--- config.mk ---
export PLATFORM = sky130hd
export DESIGN_NAME = coram_instream_reader_flat
export DESIGN_NICKNAME = d
export VERILOG_FILES = /design/src/rtl/coram_stream_pkg.sv /design/src/rtl/coram_instream_reader_if.sv /design/src/rtl/coram_prefetch_fifo.sv /design/src/rtl/coram_instream_reader.sv /design/src/flat_wrapper.sv
export SDC_FILE = /design/constraint.sdc
export NUM_CORES = 1
export LEC_CHECK = 0
export ABC_AREA = 1
export CAP_MARGIN = 20
export CORE_UTILIZATION = 51
export CTS_CLUSTER_SIZE = 14
export DETAILED_ROUTE_END_ITERATION = 10
export PLACE_DENSITY = 0.8
export SETUP_SLACK_MARGIN = 0.15
export SLEW_MARGIN = 15
export SYNTH_ARGS = -nofsm -noshare
export SYNTH_HDL_FRONTEND = slang
export SYNTH_HIERARCHICAL = 1
export SYNTH_SLANG_ARGS = --single-unit
--- constraint.sdc ---
create_clock -name clk_i -period 2.7 [get_ports clk_i]
set_clock_uncertainty 0.1 [all_clocks]
set_input_delay 0.675 -clock clk_i [delete_from_list [all_inputs] [get_ports clk_i]]
set_output_delay 0.675 -clock clk_i [all_outputs]
set_load 0.01 [all_outputs]
--- src/rtl/coram_stream_pkg.sv ---
// Shared constants and sizing helpers for the CoRAM stream reader/writer blocks.
package coram_stream_pkg;

  localparam int unsigned DefaultBufAddrLen = 1;
  localparam int unsigned DefaultDepth      = 2 ** DefaultBufAddrLen;

  // Occupancy must represent 0..Depth inclusive, hence one extra bit over the pointers.
  function automatic int unsigned occ_width(int unsigned addr_len);
    return addr_len + 1;
  endfunction

endpackage

--- src/rtl/coram_instream_reader_if.sv ---
// Input-stream (DEQ/Q/EMPTY) and output valid/ready signals of the stream reader.
interface coram_instream_reader_if #(
  parameter int unsigned DataWidth = 32
);
  logic [DataWidth-1:0] in_q;
  logic                 in_deq;
  logic                 in_empty;
  logic                 in_alm_empty;
  logic [DataWidth-1:0] out_data;
  logic                 out_valid;
  logic                 out_ready;

  modport master (
    output in_q, in_empty, in_alm_empty, out_ready,
    input  in_deq, out_data, out_valid
  );

  modport slave (
    input  in_q, in_empty, in_alm_empty, out_ready,
    output in_deq, out_data, out_valid
  );
endinterface

--- src/rtl/coram_prefetch_fifo.sv ---
// Register FIFO of 2**AddrLen entries; occupancy and head are visible with no flag latency.
module coram_prefetch_fifo
  import coram_stream_pkg::*;
#(
  parameter int unsigned DataWidth = 32,
  parameter int unsigned AddrLen   = DefaultBufAddrLen,
  localparam int unsigned Depth    = 2 ** AddrLen,
  localparam int unsigned OccW     = occ_width(AddrLen)
) (
  input  logic                 clk_i,
  input  logic                 rst_i,
  input  logic                 push_i,
  input  logic [DataWidth-1:0] wdata_i,
  input  logic                 pop_i,
  output logic [OccW-1:0]      occ_o,
  output logic [DataWidth-1:0] head_o
);

  logic [DataWidth-1:0] mem_q [Depth];
  logic [AddrLen-1:0]   wr_ptr_q, wr_ptr_d;
  logic [AddrLen-1:0]   rd_ptr_q, rd_ptr_d;
  logic [OccW-1:0]      occ_q, occ_d;

  always_comb begin
    wr_ptr_d = wr_ptr_q;
    rd_ptr_d = rd_ptr_q;
    occ_d    = occ_q;
    if (push_i) wr_ptr_d = wr_ptr_q + 1'b1;
    if (pop_i)  rd_ptr_d = rd_ptr_q + 1'b1;
    case ({push_i, pop_i})
      2'b10:   occ_d = occ_q + 1'b1;
      2'b01:   occ_d = occ_q - 1'b1;
      default: occ_d = occ_q;
    endcase
  end

  // Storage is cleared on reset so the head reads zero out of reset.
  always_ff @(posedge clk_i) begin
    if (rst_i) begin
      for (int unsigned i = 0; i < Depth; i++) mem_q[i] <= '0;
      wr_ptr_q <= '0;
      rd_ptr_q <= '0;
      occ_q    <= '0;
    end else begin
      if (push_i) mem_q[wr_ptr_q] <= wdata_i;
      wr_ptr_q <= wr_ptr_d;
      rd_ptr_q <= rd_ptr_d;
      occ_q    <= occ_d;
    end
  end

  assign occ_o  = occ_q;
  assign head_o = mem_q[rd_ptr_q];

endmodule

--- src/rtl/coram_instream_reader.sv ---
// Turns the CoRAM input stream DEQ/Q interface into a valid/ready stream with a prefetch buffer.
module coram_instream_reader
  import coram_stream_pkg::*;
#(
  parameter int unsigned CoramDataWidth = 32,
  parameter int unsigned BufAddrLen     = DefaultBufAddrLen,
  parameter int unsigned CntWidth       = 32
) (
  input  logic                      clk_i,
  input  logic                      rst_i,
  coram_instream_reader_if.slave    strm,
  output logic [CntWidth-1:0]       word_count_o
);

  localparam int unsigned Depth = 2 ** BufAddrLen;
  localparam int unsigned OccW  = occ_width(BufAddrLen);
  localparam int unsigned CrW   = OccW + 1;

  logic                      pend_q, pend_d;
  logic [CntWidth-1:0]       cnt_q, cnt_d;
  logic [OccW-1:0]           occ;
  logic [CoramDataWidth-1:0] head;
  logic                      pop;
  logic                      deq;
  logic [CrW-1:0]            credit_used;

  coram_prefetch_fifo #(
    .DataWidth (CoramDataWidth),
    .AddrLen   (BufAddrLen)
  ) u_fifo (
    .clk_i   (clk_i),
    .rst_i   (rst_i),
    .push_i  (pend_q),
    .wdata_i (strm.in_q),
    .pop_i   (pop),
    .occ_o   (occ),
    .head_o  (head)
  );

  // Credit counts the word still in flight from the stream; the ALM_EMPTY term stops a second
  // DEQ while the first one's effect on the flags may not yet be visible.
  always_comb begin
    pop         = (occ != '0) && strm.out_ready;
    credit_used = {1'b0, occ} + CrW'(pend_q) - CrW'(pop);
    deq         = !rst_i && !strm.in_empty && (credit_used < CrW'(Depth))
                  && !(strm.in_alm_empty && pend_q);
    pend_d      = deq;
    cnt_d       = cnt_q + CntWidth'(pop);
  end

  always_ff @(posedge clk_i) begin
    if (rst_i) begin
      pend_q <= 1'b0;
      cnt_q  <= '0;
    end else begin
      pend_q <= pend_d;
      cnt_q  <= cnt_d;
    end
  end

  assign strm.in_deq    = deq;
  assign strm.out_valid = (occ != '0);
  assign strm.out_data  = head;
  assign word_count_o   = cnt_q;

endmodule
--- src/flat_wrapper.sv ---
// flat-port wrapper written by rule: the top's interface ports become plain ports
module coram_instream_reader_flat import coram_stream_pkg::*;
#(
  parameter int unsigned CoramDataWidth = 32,
  parameter int unsigned BufAddrLen     = DefaultBufAddrLen,
  parameter int unsigned CntWidth       = 32
)
  (clk_i, rst_i, word_count_o, strm_in_q, strm_in_empty, strm_in_alm_empty, strm_out_ready, strm_in_deq, strm_out_data, strm_out_valid);
  coram_instream_reader_if strm_i ();
  input  logic clk_i;
  input  logic rst_i;
  output logic [CntWidth-1:0] word_count_o;
  input wire logic [$bits(strm_i.in_q)-1:0] strm_in_q;
  input wire logic [$bits(strm_i.in_empty)-1:0] strm_in_empty;
  input wire logic [$bits(strm_i.in_alm_empty)-1:0] strm_in_alm_empty;
  input wire logic [$bits(strm_i.out_ready)-1:0] strm_out_ready;
  output wire logic [$bits(strm_i.in_deq)-1:0] strm_in_deq;
  output wire logic [$bits(strm_i.out_data)-1:0] strm_out_data;
  output wire logic [$bits(strm_i.out_valid)-1:0] strm_out_valid;
  assign strm_i.in_q = strm_in_q;
  assign strm_i.in_empty = strm_in_empty;
  assign strm_i.in_alm_empty = strm_in_alm_empty;
  assign strm_i.out_ready = strm_out_ready;
  assign strm_in_deq = strm_i.in_deq;
  assign strm_out_data = strm_i.out_data;
  assign strm_out_valid = strm_i.out_valid;
  coram_instream_reader #(.CoramDataWidth(CoramDataWidth), .BufAddrLen(BufAddrLen), .CntWidth(CntWidth)) u_core (.clk_i(clk_i), .rst_i(rst_i), .strm(strm_i), .word_count_o(word_count_o));
endmodule
==> results_dict.tcl, run 1 <==
set metrics [dict create \
    design.die.area_um2 9930 \
    initial_core_util_pct 52.6 \
    power.leakage_uw 0.00264 \
    via_per_inst 4.93 \
    wl_um 10200 \
    grt_max_degree 33 \
    clkLatencyLatePin_ns 0.35 \
    place_hpwl_um 7250 \
    rows 35 \
    ir_worst_vdd_mv 0.421 \
    htreeDepth 3 \
    vias 3690 \
    hold_class "reg -> reg" \
    rsz0062_at_grt "true" \
    use_met3_pct 4.29 \
    critPathKind "reg -> out" \
    place.gp.congestion 0.908 \
    die_w_um 99.7 \
    grt_use_met2_pct 36.2 \
    cts_sinks 102 \
    cts_buffers 9 \
    slowest_delay_ns 0.52 \
    core-area_um2 9240 \
    nets 656 \
    fin_crit_sh_pct 104 \
    netlist_area_um2 4860 \
    dp_slack_ns -0.925 \
    cts-root-buf "clkbuf_8" \
    gr-usage-met1_pct 26.0 \
    ys_ff_latch 102 \
    antenna_found_initial 0 \
    drive_gt1_share_pct 16.6 \
    ys_types 30 \
    grt_use_total_pct 21.0 \
    final_cell_mix "nor2_1, clkdlybuf4s50_1, nand2_1" \
    ios 103 \
    required_ns 1.92 \
    firstDrtPassIters 5 \
    powerDensity_nw_per_um2 657 \
    io_buffer_count 102 \
    ant_nets 0 \
    outcome "finished with violations" \
    grt_pass1_wl_um 16400 \
    mostFrequentLayoutCell "nor2_1" \
    busiest_layer "met2" \
    fin_ws_ns -0.119 \
    max_freq_ghz 0.355 \
    synth.area.top_cells "edfxtp_1, dfxtp_1, nor2_1" \
    critPathLaunchType "register" \
    worst-path-buf-inv 2 \
    initialDrtViolationCount 114 \
    cts.clk_slew.worst_paths_ns 0.09 \
    arrival_ns 2.04 \
    avgSynthCellArea_um2 9.75 \
    yosys_warnings 6 \
    worst_slew_pin_slew_ns 0.700 \
    cpMaxStageDelayCell "fa_2" \
    end_kind "primary output" \
    yosysSeqAreaShare_pct 55.1 \
    whs_ns 0.412 \
    violations "setup timing" \
    crit_fanout 2 \
    slew_violations 0 \
    cts_tree "done" \
    relSlewSlack_pct 53.3 \
    reg2regPathDepth 11 \
    diodes 0 \
    final_core_utilization_pct 68.7 \
    yosysTopAreaCellShare_pct 39.5 \
    fp.dieH_um 99.7 \
    hold_depth 2 \
    timing_hold_violations_final 0 \
    cp_cell_sequence "o21a_4 > ha_4 > inv_2 > nand2_2 > fa_2 > nand3_2 > a21oi_2 > buf_2" \
    syn_inst 499 \
    wl_per_cell_um 13.6 \
    cts_max_path_buffers 2 \
    syn_nets 541 \
    worst-path-stages 8 \
    maxCapViolCount 0 \
    yosysTopAreaCell "edfxtp_1" \
    setup_viol 1 \
    fin_crit_ns 2.82 \
    cp_top_family "adder cells" \
    drc 0 \
    gr-total-overflow 0 \
    grt_pass1_vias 3624 \
    syn2layout_area_growth_pct 30.5 \
    cts_hold_buf 0 \
]
synth_stat cells:
| cell type | count |
|---|---|
| o21ai_0 | 7 |
| mux2_4 | 30 |
| or2_2 | 2 |
| buf_6 | 3 |
| inv_1 | 58 |
| nand2_1 | 71 |
| nand4_1 | 1 |
| nor2_4 | 8 |
| buf_1 | 1 |
| fa_1 | 1 |
| nand2_2 | 7 |
| and2_1 | 2 |
| nor2_8 | 2 |
| nand3_2 | 1 |
| xor2_1 | 2 |
| ha_1 | 4 |
| a21oi_1 | 23 |
| and3_1 | 2 |
| edfxtp_1 | 64 |
| nor2_1 | 128 |
| buf_2 | 9 |
| nand3_1 | 19 |
| nor3_1 | 1 |
| dfxtp_1 | 38 |
| nor2_2 | 4 |
| o21a_1 | 2 |
| inv_2 | 2 |
| nand2_4 | 2 |
| mux2_2 | 2 |
| xnor2_1 | 3 |
logic make-up after synthesis:
| logic type | Yosys count | share of synthesized area [%] |
|---|---|---|
| buffers and inverters | 73 | 6.33 |
| flip-flops | 102 | 55.1 |
| AND/OR/NAND/NOR | 250 | 23.1 |
| AO/OA/AOI/OAI | 32 | 3.39 |
| multiplexers | 32 | 9.72 |
| XOR/XNOR | 5 | 0.900 |
| adder cells (fa/ha/maj) | 5 | 1.44 |
area by class of cell:
type	instances	area (µm²)
fill	731	2890
sequential	102	2690
multi-input combinational	324	1920
timing repair buffer	117	1180
inverter	60	225
tap	129	161
clock buffer	10	128
clock inverter	6	53.8
layer usage:
metal | vias to the layer above | wire length [µm]
met5 | - | 0
li1 | 1831 | -
met2 | 114 | 4980
met4 | 0 | 89
met1 | 1736 | 4580
met3 | 9 | 544
where the power goes:
part	internal, µW	leakage (µW)	switching [µW]	total [µW]
Sequential	1850	0.000972	72.4	1920
Combinational	784	0.00158	577	1360
Clock	352	0.0000894	540	893
state kept, by name (all words and copies together), names as in the netlist, named ones only:
signal and cells:
u_core/word_count_o 32, u_core/u_fifo/occ_o 2, u_core/u_fifo/rd_ptr_q 1, u_core/u_fifo/wr_ptr_q 1, u_core/u_fifo/mem_q 64, u_core/pend_q 1
worst reg2reg max path, delay by kind of cell, from the launching register on:
family	cells	cell delay (ns)
and+or+nand+nor	6	0.79
adders and majority gates	2	0.40
DFF	1	0.33
buffers and inverters	2	0.27
AOI/OAI and AO/OA	1	0.22
through the flow:
step	cells	instance area [µm²]	setup TNS, ns	total power (µW)
after floorplan	499	4900	0	2740
after global placement	728	6120	-0.976	3260
after detailed placement	728	6120	-1.18	3300
after CTS	748	6350	-0.159	4220
after global routing	748	6350	-0.220	4390
final	748	6350	-0.119	4170
repair_timing:
action | 4_1_cts | 5_1_grt
gates resized for setup | 27 | 1
setup buffers | 3 | 0
gates cloned | 1 | 0
pin swaps | 4 | 2
setup endpoints to repair | 26 | 2
worst paths after layout:
check | slack, ns | startpoint | endpoint
worst max-delay path | -0.12 | u_core/u_fifo/occ_o[1]$_SDFFE_PP0P_ | strm_in_deq
worst min-delay path | 0.41 | u_core/word_count_o[7]$_SDFF_PP0_ | u_core/word_count_o[7]$_SDFF_PP0_
worst max register to register | 0.50 | u_core/u_fifo/occ_o[1]$_SDFFE_PP0P_ | u_core/word_count_o[12]$_SDFF_PP0_
worst min register to register | 0.41 | u_core/word_count_o[7]$_SDFF_PP0_ | u_core/word_count_o[7]$_SDFF_PP0_
No activity file was read; power rests on OpenSTA's default activity.
==> inputs of run 2 (changes only) <==
--- a/config.mk
+++ b/config.mk
@@ -8,6 +8,7 @@
 export ABC_AREA = 1
 export CAP_MARGIN = 20
 export CORE_UTILIZATION = 51
+export CTS_CLUSTER_DIAMETER = 30
 export CTS_CLUSTER_SIZE = 14
 export DETAILED_ROUTE_END_ITERATION = 10
 export PLACE_DENSITY = 0.8
==> results of run 2 <==
No change in the layout: final DEF, timing and power equal those of run 1.
==> inputs of run 3 (changes only) <==
--- a/config.mk
+++ b/config.mk
@@ -11,6 +11,7 @@
 export CTS_CLUSTER_DIAMETER = 30
 export CTS_CLUSTER_SIZE = 14
 export DETAILED_ROUTE_END_ITERATION = 10
+export HOLD_SLACK_MARGIN = 0.08
 export PLACE_DENSITY = 0.8
 export SETUP_SLACK_MARGIN = 0.15
 export SLEW_MARGIN = 15
==> results of run 3 <==
No change in the layout: final DEF, timing and power equal those of run 1.
